**src/rtl/led_pattern_ctrl_if.sv**
```systemverilog
// led_pattern_ctrl_if: valid/ready configuration channel for the LED pattern sequencer.
interface led_pattern_ctrl_if;
  logic       cfg_valid;
  logic       cfg_ready;
  logic [1:0] cfg_mode;
  logic [7:0] cfg_rate;
  modport master (output cfg_valid, cfg_mode, cfg_rate, input cfg_ready);
  modport slave (input cfg_valid, cfg_mode, cfg_rate, output cfg_ready);
endinterface

```
**src/rtl/led_pattern_ctrl.sv**
```systemverilog
// led_pattern_ctrl: prescaled off/blink/chase/PWM-breathe LED sequencer with run-time configuration.
module led_pattern_ctrl #(
  parameter int TICK_DIV = 100000,
  parameter int PWM_BITS = 4,
  parameter int LED_W    = 4
) (
  input  logic               sys_clk,
  input  logic               sys_rst_n,
  led_pattern_ctrl_if.slave  cfg,
  output logic [LED_W-1:0]   led,
  output logic [1:0]         mode_o,
  output logic               step_pulse
);
  localparam int TW = $clog2(TICK_DIV);
  localparam logic [1:0] OFF = 2'd0, BLINK = 2'd1, CHASE = 2'd2, BREATHE = 2'd3;
  typedef enum logic {RUN, APPLY} state_t;
  state_t              state;
  logic [TW-1:0]       tick_cnt;
  logic [7:0]          step_cnt, rate;
  logic [PWM_BITS-1:0] pwm_cnt, duty;
  logic                dir_up;
  logic [LED_W-1:0]    pat, pat_nxt, pat_init;
  logic                tick, accept, adv, up_eff;
  always_comb begin
    tick     = tick_cnt == TW'(TICK_DIV - 1);
    accept   = state == RUN && cfg.cfg_valid && cfg.cfg_ready;
    adv      = state == RUN && tick && step_cnt == rate - 8'd1 && !accept;
    // Bounce off the ends instead of wrapping: each end value lasts a single step.
    up_eff   = duty == '0 ? 1'b1 : &duty ? 1'b0 : dir_up;
    pat_nxt  = !adv ? pat : mode_o == BLINK ? ~pat : {pat[LED_W-2:0], pat[LED_W-1]};
    pat_init = mode_o == BLINK ? '1 : mode_o == CHASE ? LED_W'(1) : '0;
  end
  always_ff @(posedge sys_clk or negedge sys_rst_n) begin
    if (!sys_rst_n) begin
      state         <= RUN;
      cfg.cfg_ready <= 1'b1;
      tick_cnt      <= '0;
      step_cnt      <= '0;
      rate          <= 8'd1;
      pwm_cnt       <= '0;
      duty          <= '0;
      dir_up        <= 1'b1;
      pat           <= '0;
      led           <= '0;
      mode_o        <= OFF;
      step_pulse    <= 1'b0;
    end else if (state == APPLY) begin
      state         <= RUN;
      cfg.cfg_ready <= 1'b1;
      tick_cnt      <= '0;
      step_cnt      <= '0;
      pwm_cnt       <= '0;
      duty          <= '0;
      dir_up        <= 1'b1;
      pat           <= pat_init;
      led           <= pat_init;
      step_pulse    <= 1'b0;
    end else begin
      tick_cnt   <= tick ? '0 : tick_cnt + TW'(1);
      step_cnt   <= !tick ? step_cnt : step_cnt == rate - 8'd1 ? 8'd0 : step_cnt + 8'd1;
      pwm_cnt    <= pwm_cnt + PWM_BITS'(1);
      step_pulse <= adv;
      pat        <= pat_nxt;
      if (adv) begin
        duty   <= up_eff ? duty + PWM_BITS'(1) : duty - PWM_BITS'(1);
        dir_up <= up_eff;
      end
      led <= accept ? '0 : mode_o == OFF ? '0 :
             mode_o == BREATHE ? {LED_W{pwm_cnt < duty}} : pat_nxt;
      if (accept) begin
        state         <= APPLY;
        cfg.cfg_ready <= 1'b0;
        mode_o        <= cfg.cfg_mode;
        rate          <= cfg.cfg_rate == 8'd0 ? 8'd1 : cfg.cfg_rate;
      end
    end
  end
endmodule

```
**src/flat_wrapper.sv**
```systemverilog
// flat-port wrapper written by rule: the top's interface ports become plain ports
module led_pattern_ctrl_flat 
#(
  parameter int TICK_DIV = 100000,
  parameter int PWM_BITS = 4,
  parameter int LED_W    = 4
)
  (sys_clk, sys_rst_n, led, mode_o, step_pulse, cfg_cfg_valid, cfg_cfg_mode, cfg_cfg_rate, cfg_cfg_ready);
  led_pattern_ctrl_if cfg_i ();
  input  logic sys_clk;
  input  logic sys_rst_n;
  output logic [LED_W-1:0] led;
  output logic [1:0] mode_o;
  output logic step_pulse;
  input wire logic [$bits(cfg_i.cfg_valid)-1:0] cfg_cfg_valid;
  input wire logic [$bits(cfg_i.cfg_mode)-1:0] cfg_cfg_mode;
  input wire logic [$bits(cfg_i.cfg_rate)-1:0] cfg_cfg_rate;
  output wire logic [$bits(cfg_i.cfg_ready)-1:0] cfg_cfg_ready;
  assign cfg_i.cfg_valid = cfg_cfg_valid;
  assign cfg_i.cfg_mode = cfg_cfg_mode;
  assign cfg_i.cfg_rate = cfg_cfg_rate;
  assign cfg_cfg_ready = cfg_i.cfg_ready;
  led_pattern_ctrl #(.TICK_DIV(TICK_DIV), .PWM_BITS(PWM_BITS), .LED_W(LED_W)) u_core (.sys_clk(sys_clk), .sys_rst_n(sys_rst_n), .cfg(cfg_i), .led(led), .mode_o(mode_o), .step_pulse(step_pulse));
endmodule
```
**config.mk**
```make
export PLATFORM = sky130hd
export DESIGN_NAME = led_pattern_ctrl_flat
export DESIGN_NICKNAME = d
export VERILOG_FILES = /design/src/rtl/led_pattern_ctrl_if.sv /design/src/rtl/led_pattern_ctrl.sv /design/src/flat_wrapper.sv
export SDC_FILE = /design/constraint.sdc
export NUM_CORES = 1
export LEC_CHECK = 0
export ABC_AREA = 1
export BUFFER_PORTS_ARGS = -buffer_cell sky130_fd_sc_hd__buf_2
export CORE_MARGIN = 3
export CORE_UTILIZATION = 55
export CTS_CLUSTER_SIZE = 16
export DETAILED_ROUTE_END_ITERATION = 7
export GPL_ROUTABILITY_DRIVEN = 0
export GPL_TIMING_DRIVEN = 0
export PLACE_DENSITY = 0.82
export SETUP_SLACK_MARGIN = 0.5
export SYNTH_ARGS = -nofsm -noshare
export SYNTH_HDL_FRONTEND = slang
export SYNTH_SLANG_ARGS = --single-unit
```
**constraint.sdc**
```tcl
create_clock -name sys_clk -period 2.4 [get_ports sys_clk]
set_input_delay 0.12 -clock sys_clk [delete_from_list [all_inputs] [get_ports sys_clk]]
set_output_delay 0.12 -clock sys_clk [all_outputs]
set_load 0.005 [all_outputs]
```
==> After elaboration in Yosys (flattened, before gate mapping) <==
Index checks and enable logic that the tools add are counted.
{ "totals": {"output_inout_bits": 8, "register_bits": 55, "word_cells": 68, "inputBits": 13} }
{ "op_classes": {"magnitude_cmp": 1, "reduce_logical": 14, "n_eq_ne": 5, "n_bitwise": 2, "muxes": 28, "add_sub_neg": 6} }
{ "ops": {"columns": ["operator", "count"], "rows": [
  ["4-bit 2-to-1 mux", 12],
  ["17-bit 2-to-1 mux", 2],
  ["8-bit 2-to-1 mux", 4],
  ["17-bit by 1-bit adder with 17-bit output, second input constant", 1],
  ["17-bit equality test, second input constant", 1],
  ["1-bit 2-to-1 mux", 10],
  ["4-bit by 1-bit adder with 4-bit output, second input constant", 2],
  ["8-bit by 1-bit adder with 8-bit output, second input constant", 1],
  ["8-bit equality test", 1],
  ["8-bit zero test", 1],
  ["8-bit by 1-bit subtractor with 8-bit output, second input constant", 1],
  ["2-bit nonzero test", 3],
  ["1-bit logical AND", 5],
  ["2-bit equality test, second input constant", 2],
  ["4-bit zero test", 1],
  ["4-bit less-than comparator", 1],
  ["4-bit inverter", 1],
  ["4-bit AND reduction", 1],
  ["4-bit by 1-bit subtractor with 4-bit output, second input constant", 1],
  ["2-bit by 1-bit equality test with 1-bit output, second input constant", 1],
  ["2-bit zero test", 1],
  ["2-bit AND reduction", 1],
  ["1-bit zero test", 1],
  ["1-bit inverter", 1]
]} }

==> Depth between registers and ports, before layout <==
Gate-level depths: netlist of run 1.
{ "logic_depth": {"ltp_word": 10, "ltp_mapped": 15} }

==> Worst setup path before layout of run 1 <==
Ideal clock, no wire load.
{ "synth_path": {"path_kind": "reg2reg", "from": "reg u_core.rate[0]", "to": "reg u_core.led[1]", "period_less_slack_ns": 1.925, "t_arrival_ns": 1.803, "setup_slack_ns": 0.475, "path_stages_with_launch": 15, "setup_time_ns": 0.122, "cell_sequence": "dfstp_2 > inv_2 > ha_1 > inv_1 > nand2_1 > nand2_1 > nand2_1 > nor2_1 > nand3_1 > nor2_1 > nand4_4 > nand2_1 > nand3_1 > nand2_1 > nand2_1"} }
{ "synth_via": {"elab_chain_cells": 9} }
{ "synth_lines": {"columns": ["element", "line", "rtl"], "rows": [
  ["from (decl)", "led_pattern_ctrl.sv:19", "logic [7:0] step_cnt, rate;"],
  ["from (signal assigned)", "led_pattern_ctrl.sv:74", "rate <= cfg.cfg_rate == 8'd0 ? 8'd1 : cfg.cfg_rate;"],
  ["8-bit by 1-bit subtractor with 8-bit output", "led_pattern_ctrl.sv:27", "adv = state == RUN && tick && step_cnt == rate - 8'd1 && !accept;"],
  ["8-bit equality test", "led_pattern_ctrl.sv:27", null],
  ["1-bit logical AND (2 in a row)", "led_pattern_ctrl.sv:27", null],
  ["4-bit 2-to-1 mux", "led_pattern_ctrl.sv:30", "pat_nxt = !adv ? pat : mode_o == BLINK ? ~pat : {pat[LED_W-2:0], pat[LED_W-1]};"],
  ["4-bit 2-to-1 mux", "led_pattern_ctrl.sv:69", "mode_o == BREATHE ? {LED_W{pwm_cnt < duty}} : pat_nxt;"],
  ["4-bit 2-to-1 mux (2 in a row)", "led_pattern_ctrl.sv:68", "led <= accept ? '0 : mode_o == OFF ? '0 :"],
  ["4-bit 2-to-1 mux", "led_pattern_ctrl.sv:47", "end else if (state == APPLY) begin"],
  ["to (signal assigned)", "led_pattern_ctrl.sv:56", "led <= pat_init;"],
  ["to (signal assigned)", "led_pattern_ctrl.sv:68", null],
  ["to (decl)", "led_pattern_ctrl.sv:10", "output logic [LED_W-1:0] led,"]
]} }
Every way passes these cells.
A chain may end at the register's enable or synchronous reset.

==> Worst setup path after layout of run 1 <==
Same ends and word-level chain as after synthesis.

==> metrics.txt, run 1 <==
Post-Syn Instances=390; Post-Synth Simple-Gate Area=0.307; largest net degree at the start of global routing=56; CTS tree=built; Cell Count, Final, Fillers Out=500; Setup Skew=roughly 0.007 ns; peak supply drop=approximately 0.00052 V; Syn. warnings=0; post-detail-place hpwl=about 4600 um; top post-synthesis cells by count=nand2_1 (104), dfrtp_1 (52), nor2_1 (49); post-synthesis compound-gate area fraction=0.0860; Initial Util=0.585; Seq/Total Area, Yosys=0.448; Post-synth EDFFs=0; Via Count=roughly 2700; clock-pin slew on the worst setup and hold paths=~0.10 ns; mux cell area share after synthesis=0; crit-path max FO=8; IO Pins=21; Synth cell types=36; Synth top area share=0.422; final setup vio count=0; clk buf depth=2; total track usage=0.214; Clock Sink Count=55; Final Cycle Share=0.850; antenna violations before repair=0; CP arrival=about 2.2 ns; largest family of logic cells by synthesized area=simple AND/OR/NAND/NOR gates; adder-cell share of the synthesized area=0.0552; DRC errors left=0; fin crit period=just over 2 ns; CP delay by family, top=simple AND/OR/NAND/NOR gates; Final Max Slew Viols=0; Post-Syn Area=approximately 0.003 mm^2; final net count=around 460; clock latency on the worst-skew pair=between 0.3 and 0.4 ns; WL final=about 6500 um; pwr/cell area=between 800 and 900 mW/mm^2; #FFs+latches synth=55; final hold slack=~0.015 ns; CP bufs+invs=2; CTS root buffer=clkbuf_8; H-tree depth=2; Max Freq=490 MHz; CTS Buf Count=5; antenna viol nets, final=0; Core Area=about 0.0053 mm^2; n_diodes=0; count leader, synth=nand2_1; routed vias/inst=~5.3; status=finished clean; largest cells by area after synthesis=dfrtp_1 (42%), nand2_1 (13%), nor2_1 (6.0%); total of max-cap violations=0; first-pass GRT wire length=11000 um; WP data required=approximately 2.6 ns; crit-path cells=inv_4 > ha_4 > inv_2 > nand2_1 > nand2_1 > nand2_1 > nor2_1 > nand3_1 > nor2_2 > nand4_4 > nand2_2 > nand3_2 > nand2_1 > nand2_1; die height=roughly 81 um; xor/xnor share of the synthesized area=0.0394; Leakage=1.79 nW; cell mode on critical path=nand2_1; Initial DRC Count=186; vias in the first global route=roughly 2600; Synth Net Count=between 400 and 500; CP Capture Type=flip-flop; Die Span X=between 80 and 90 um; Layout Utilization=0.684; WL/cell=about 13 um; crit path kind=flip-flop to flip-flop; Slew headroom=0.211; Syn-to-layout area delta=17.0%; ys async rst share=1.00; Top FF cell, synth=dfrtp_1; worst slew pin tran=around 1.2 ns; Overflow after GRT=0; share of layout cells above drive strength 1=0.226; Row Count=26; slowest CP cell=dfstp_2; drt first pass iters=4; Die ar.=0.00654 mm^2; # port buffers=20; RSZ-0062 raised after global routing=yes; CP Launch Type=flip-flop; Final Hold Vio Count=0; Mean Syn Cell Area=7.91 um^2; Hold/Removal Path Class=input pin to flip-flop; dpl cells=480; Critical Path Max Stage Delay=approximately 0.57 ns; TNS Setup=0 ns; Synth area leader=dfrtp_1
## metal layers
layer / wire length, um / share of wire / track usage / up-vias
li1: - / - / - / 1329
met1: 2820 / 0.43 / 0.268 / 1251
met2: 3310 / 0.51 / 0.376 / 75
met3: 338 / 0.052 / 0.0388 / 11
met4: 73 / 0.011 / 0.0659 / 0
met5: 0 / 0 / 0 / -
## what timing repair did
| item | 4_1_cts | 5_1_grt |
|---|---|---|
| cloned | 0 | 0 |
| hold buffers | 1 | 0 |
| gates resized for setup | 18 | 22 |
| setup endpoints to repair | 24 | 32 |
| endpoints found under the hold margin | 1 | 0 |
| setup buffers | 5 | 6 |
| pin swaps | 14 | 20 |
## placed cells by master (no fill, tap or decap), types with 7 or more instances in the layout
cell	count
nand2_1	97
dfrtp_1	52
nor2_1	40
inv_1	37
nand3_1	20
buf_2	20
o21ai_0	18
a21oi_1	16
ha_1	11
nand2_2	10
nor2_2	10
nor3_1	10
nand3_2	9
xor2_1	8
buf_4	8
inv_2	7
clkbuf_8	7
## report_power, final
part / internal [W] / switching, W
Clock: 0.000263 / 0.000295
Combinational: 0.000539 / 0.000766
Sequential: 0.00116 / 0.000204
Total: 0.00196 / 0.00127
## path summary, 6_finish.rpt
kind / startpoint / end / slack (ns) / depth (start not counted)
worst max register to register: u_core.rate[0]$_DFFE_PN1P_ / u_core.led[1]$_DFF_PN0_ / 0.36 / 14
max in group asynchronous: sys_rst_n / u_core.step_cnt[1]$_DFFE_PN0P_ / 1.63 / 1
worst min register to register: u_core.tick_cnt[0]$_DFF_PN0_ / u_core.tick_cnt[0]$_DFF_PN0_ / 0.49 / 1
worst max-delay path: u_core.rate[0]$_DFFE_PN1P_ / u_core.led[1]$_DFF_PN0_ / 0.36 / 14
worst min-delay path: cfg_cfg_mode[1] / u_core.mode_o[1]$_DFFE_PN0P_ / 0.01 / 3
min in group asynchronous: sys_rst_n / u_core.step_pulse$_DFF_PN0_ / 0.04 / 1
## cell type report
cell class	count	area [um^2]
timing repair buffer	32	204
clock inverter	1	7.51
sequential	55	1380
fill	445	1660
buffer	5	27.5
clock buffer	7	96.3
multi-input combinational	284	1630
tap	70	87.6
inverter	46	175
## per-stage QoR
step                      power, W  setup WS [ns]  area [um^2]
after floorplan            0.00221          0.510         3090
after global placement     0.00244          0.260         3270
after detailed placement   0.00250          0.252         3270
after CTS                  0.00315          0.376         3490
after global routing       0.00350          0.202         3610
final                      0.00323          0.360         3610
## worst min-delay path: stages
cell	delay [ns]
buf_2	0.07
nand2_1	0.04
o21ai_0	0.06
## sequential cells by signal, summed over array words and instances (netlist names), 2 cells and up
signal           flops
u_core.led           4
u_core.tick_cnt     17
u_core.rate          8
u_core.pat           4
u_core.pwm_cnt       4
u_core.mode_o        2
u_core.step_cnt      8
u_core.duty          4
## kinds of logic (layout without fill, tap and decap cells)
| kind of cell | after synthesis | in the layout |
|---|---|---|
| buffers and inverters | 51 | 91 |
| flip-flops | 55 | 55 |
| AND/OR/NAND/NOR | 211 | 211 |
| XOR/XNOR | 13 | 13 |
| AO/OA/AOI/OAI | 47 | 47 |
| adder cells (fa/ha/maj) | 13 | 13 |
(Power assumes the default switching activity.)
==> run 2: changes to the inputs <==
==> constraint.sdc (replaced) <==
create_clock -name sys_clk -period 1.9 [get_ports sys_clk]
set_input_delay 0.095 -clock sys_clk [delete_from_list [all_inputs] [get_ports sys_clk]]
set_output_delay 0.095 -clock sys_clk [all_outputs]
set_load 0.005 [all_outputs]
==> run 2 against run 1 <==
The run now ends with setup timing left. Wire length rose by 26%. Cell count up 7.0%. First-iteration DRC count is 14% higher. Power increased by 38%. Largest cell class unchanged. Largest power group is now combinational cells.
==> metrics.txt, run 2 (same netlist as run 1, synthesis figures left out) <==
antenna viol nets, final=0 (unchanged); top flop regs=u_core.tick_cnt (17), u_core.rate (8), u_core.step_cnt (8); crit-path max FO=5 (-3); final hold slack=0.0132 ns (-0.00183 ns); antenna violations before repair=0 (unchanged); peak supply drop=0.000810 V (+55%); Final Max Slew Viols=0 (unchanged); max FFs per register=17 (unchanged); # port buffers=20 (unchanged); Most flops, register=u_core.tick_cnt; Fill cells=329 (-26%); leading cell type in the layout, fill and taps excluded=nand2_1; slowest CP cell=dfstp_2; Row Count=26 (unchanged); crit path kind=flip-flop to flip-flop; post-detail-place hpwl=4700 um (+2.7%); total of max-cap violations=0 (unchanged); Hold/Removal Path Class=input pin to async pin; RSZ-0062 raised after global routing=yes; Final WS setup=-0.181 ns (-0.541 ns); DP Area=0.00333 mm^2 (+1.8%); clk buf depth=2 (unchanged); Die ar.=0.00654 mm^2 (unchanged); Initial Util=0.585 (unchanged); clock-pin slew on the worst setup and hold paths=0.11 ns (about the same); flop-to-flop setup slack=-0.18 ns (-0.54 ns); Setup Skew=0.00935 ns (+0.00241 ns); worst slew pin tran=1.20 ns (+0.0143 ns); die height=80.9 um (unchanged); Leakage=2.10 nW (+17%); pwr/cell area=1060 mW/mm^2 (+18%); total track usage=0.242 (+0.0273); Clock Sink Count=55 (unchanged); dpl ws=-0.182 ns (-0.433 ns); H-tree depth=2 (unchanged); DRC errors left=0 (unchanged); Core Area=0.00527 mm^2 (unchanged); Max Freq=481 MHz (-2.0%); routed vias/inst=5.43 (+1.8%); Die Span X=80.9 um (unchanged); n_diodes=0 (unchanged); Final Cycle Share=1.10 (+0.245); Via Count=2904 (+8.9%); CTS Buf Count=5 (unchanged); CTS root buffer=clkbuf_8; crit-path cells=inv_4 > ha_4 > inv_2 > nand2_1 > nand2_1 > nor2_1 > nand3_1 > nor2_1 > nand3_2 > nor2_4 > buf_6 > nand3_4 > nand3_2 > nand2_2 > nand2_2; Syn-to-layout area delta=36.5%; first-pass GRT wire length=12300 um (+12%); Final Hold Vio Count=0 (unchanged); CP Launch Type=flip-flop; CTS tree=built; clock latency on the worst-skew pair=0.32 ns (about the same); fin crit period=2.08 ns (+0.0409 ns); share of layout cells above drive strength 1=0.355 (+0.129); CP arrival=2.35 ns (+0.11 ns); vias in the first global route=2706 (+5.5%); CP delay by family, top=simple AND/OR/NAND/NOR gates; CP Capture Type=flip-flop; WL final=8240 um (+26%); Overflow after GRT=0 (unchanged); drt first pass iters=6 (+2); largest net degree at the start of global routing=56 (unchanged); WL/cell=15.4 um (+18%); IO Pins=21 (unchanged); CP bufs+invs=3 (+1); most frequent cells in the layout=nand2_1 (87), dfrtp_1 (52), nor2_1 (35); Slew headroom=0.201 (-0.00951); Initial DRC Count=212 (+14%); final net count=490 (+7.7%); final setup vio count=23 (+23); Layout Utilization=0.799 (+0.114); status=finished with violations; WP data required=2.16 ns (-0.44 ns); failing checks=setup timing; fin area=0.00421 mm^2 (+17%); Critical Path Max Stage Delay=0.58 ns (about the same)
[run 2: cell count changes in the layout (fill, tap and decap cells not counted), sizes merged]
cell	delta
clkinvlp	-1
buf	+32
dlygate4sd3	+4
inv	+2
clkinv	+1
clkbuf	-3
[run 2: timing repair]
action	CTS	global route
endpoints found under the setup margin	37	43
pin swaps	24	36
setup buffers	22	20
hold buffers	5	0
gates resized for setup	39	72
endpoints found under the hold margin	5	0
[run 2: area by class of cell]
type	count	area (um^2)	share of cell area
buffer	5	43.8	0.0104
inverter	46	180	0.0428
clock inverter	3	22.5	0.00535
timing repair buffer	67	553	0.131
sequential	55	1380	0.328
clock buffer	5	68.8	0.0163
tap	70	87.6	0.0208
multi-input combinational	284	1870	0.445
[run 2: through the flow]
| step | TNS [ns] | instances | total power [W] |
|---|---|---|---|
| 6_report | -2.52 | 535 | 0.00446 |
| 5_1_grt | -5.19 | 535 | 0.00483 |
| 4_1_cts | -2.29 | 515 | 0.00417 |
| 3_5_place_dp | -2.46 | 480 | 0.00325 |
| 3_3_place_gp | -1.69 | 480 | 0.00316 |
| 2_1_floorplan | 0 | 390 | 0.00286 |
[run 2: power breakdown]
group / total (W) / internal, W / switching, W / leakage [nW]
Clock: 0.000682 / 0.000268 / 0.000414 / 0.0489
Combinational: 0.00204 / 0.000894 / 0.00115 / 1.34
Sequential: 0.00174 / 0.00147 / 0.000272 / 0.718
Total: 0.00446 / 0.00263 / 0.00183 / 2.10
[run 2: worst paths after layout]
path                                             startpoint                        endpoint  cells past startpoint
worst max-delay path             u_core.rate[0]$_DFFE_PN1P_         u_core.led[0]$_DFF_PN0_                     15
worst min-delay path                              sys_rst_n     u_core.step_pulse$_DFF_PN0_                      1
worst max register to register   u_core.rate[0]$_DFFE_PN1P_         u_core.led[0]$_DFF_PN0_                     15
worst min register to register  u_core.pwm_cnt[0]$_DFF_PN0_     u_core.pwm_cnt[0]$_DFF_PN0_                      1
max in group asynchronous                         sys_rst_n  u_core.step_cnt[6]$_DFFE_PN0P_                      1
min in group sys_clk                        cfg_cfg_rate[6]      u_core.rate[6]$_DFFE_PN0P_                      3
[run 2: per-layer routing]
metal / global-route usage / wire (um) / up-vias
met5: 0 / 0 / -
met4: 0.0659 / 217 / 0
met3: 0.0410 / 434 / 19
met2: 0.422 / 4340 / 106
met1: 0.309 / 3250 / 1378
li1: - / - / 1401
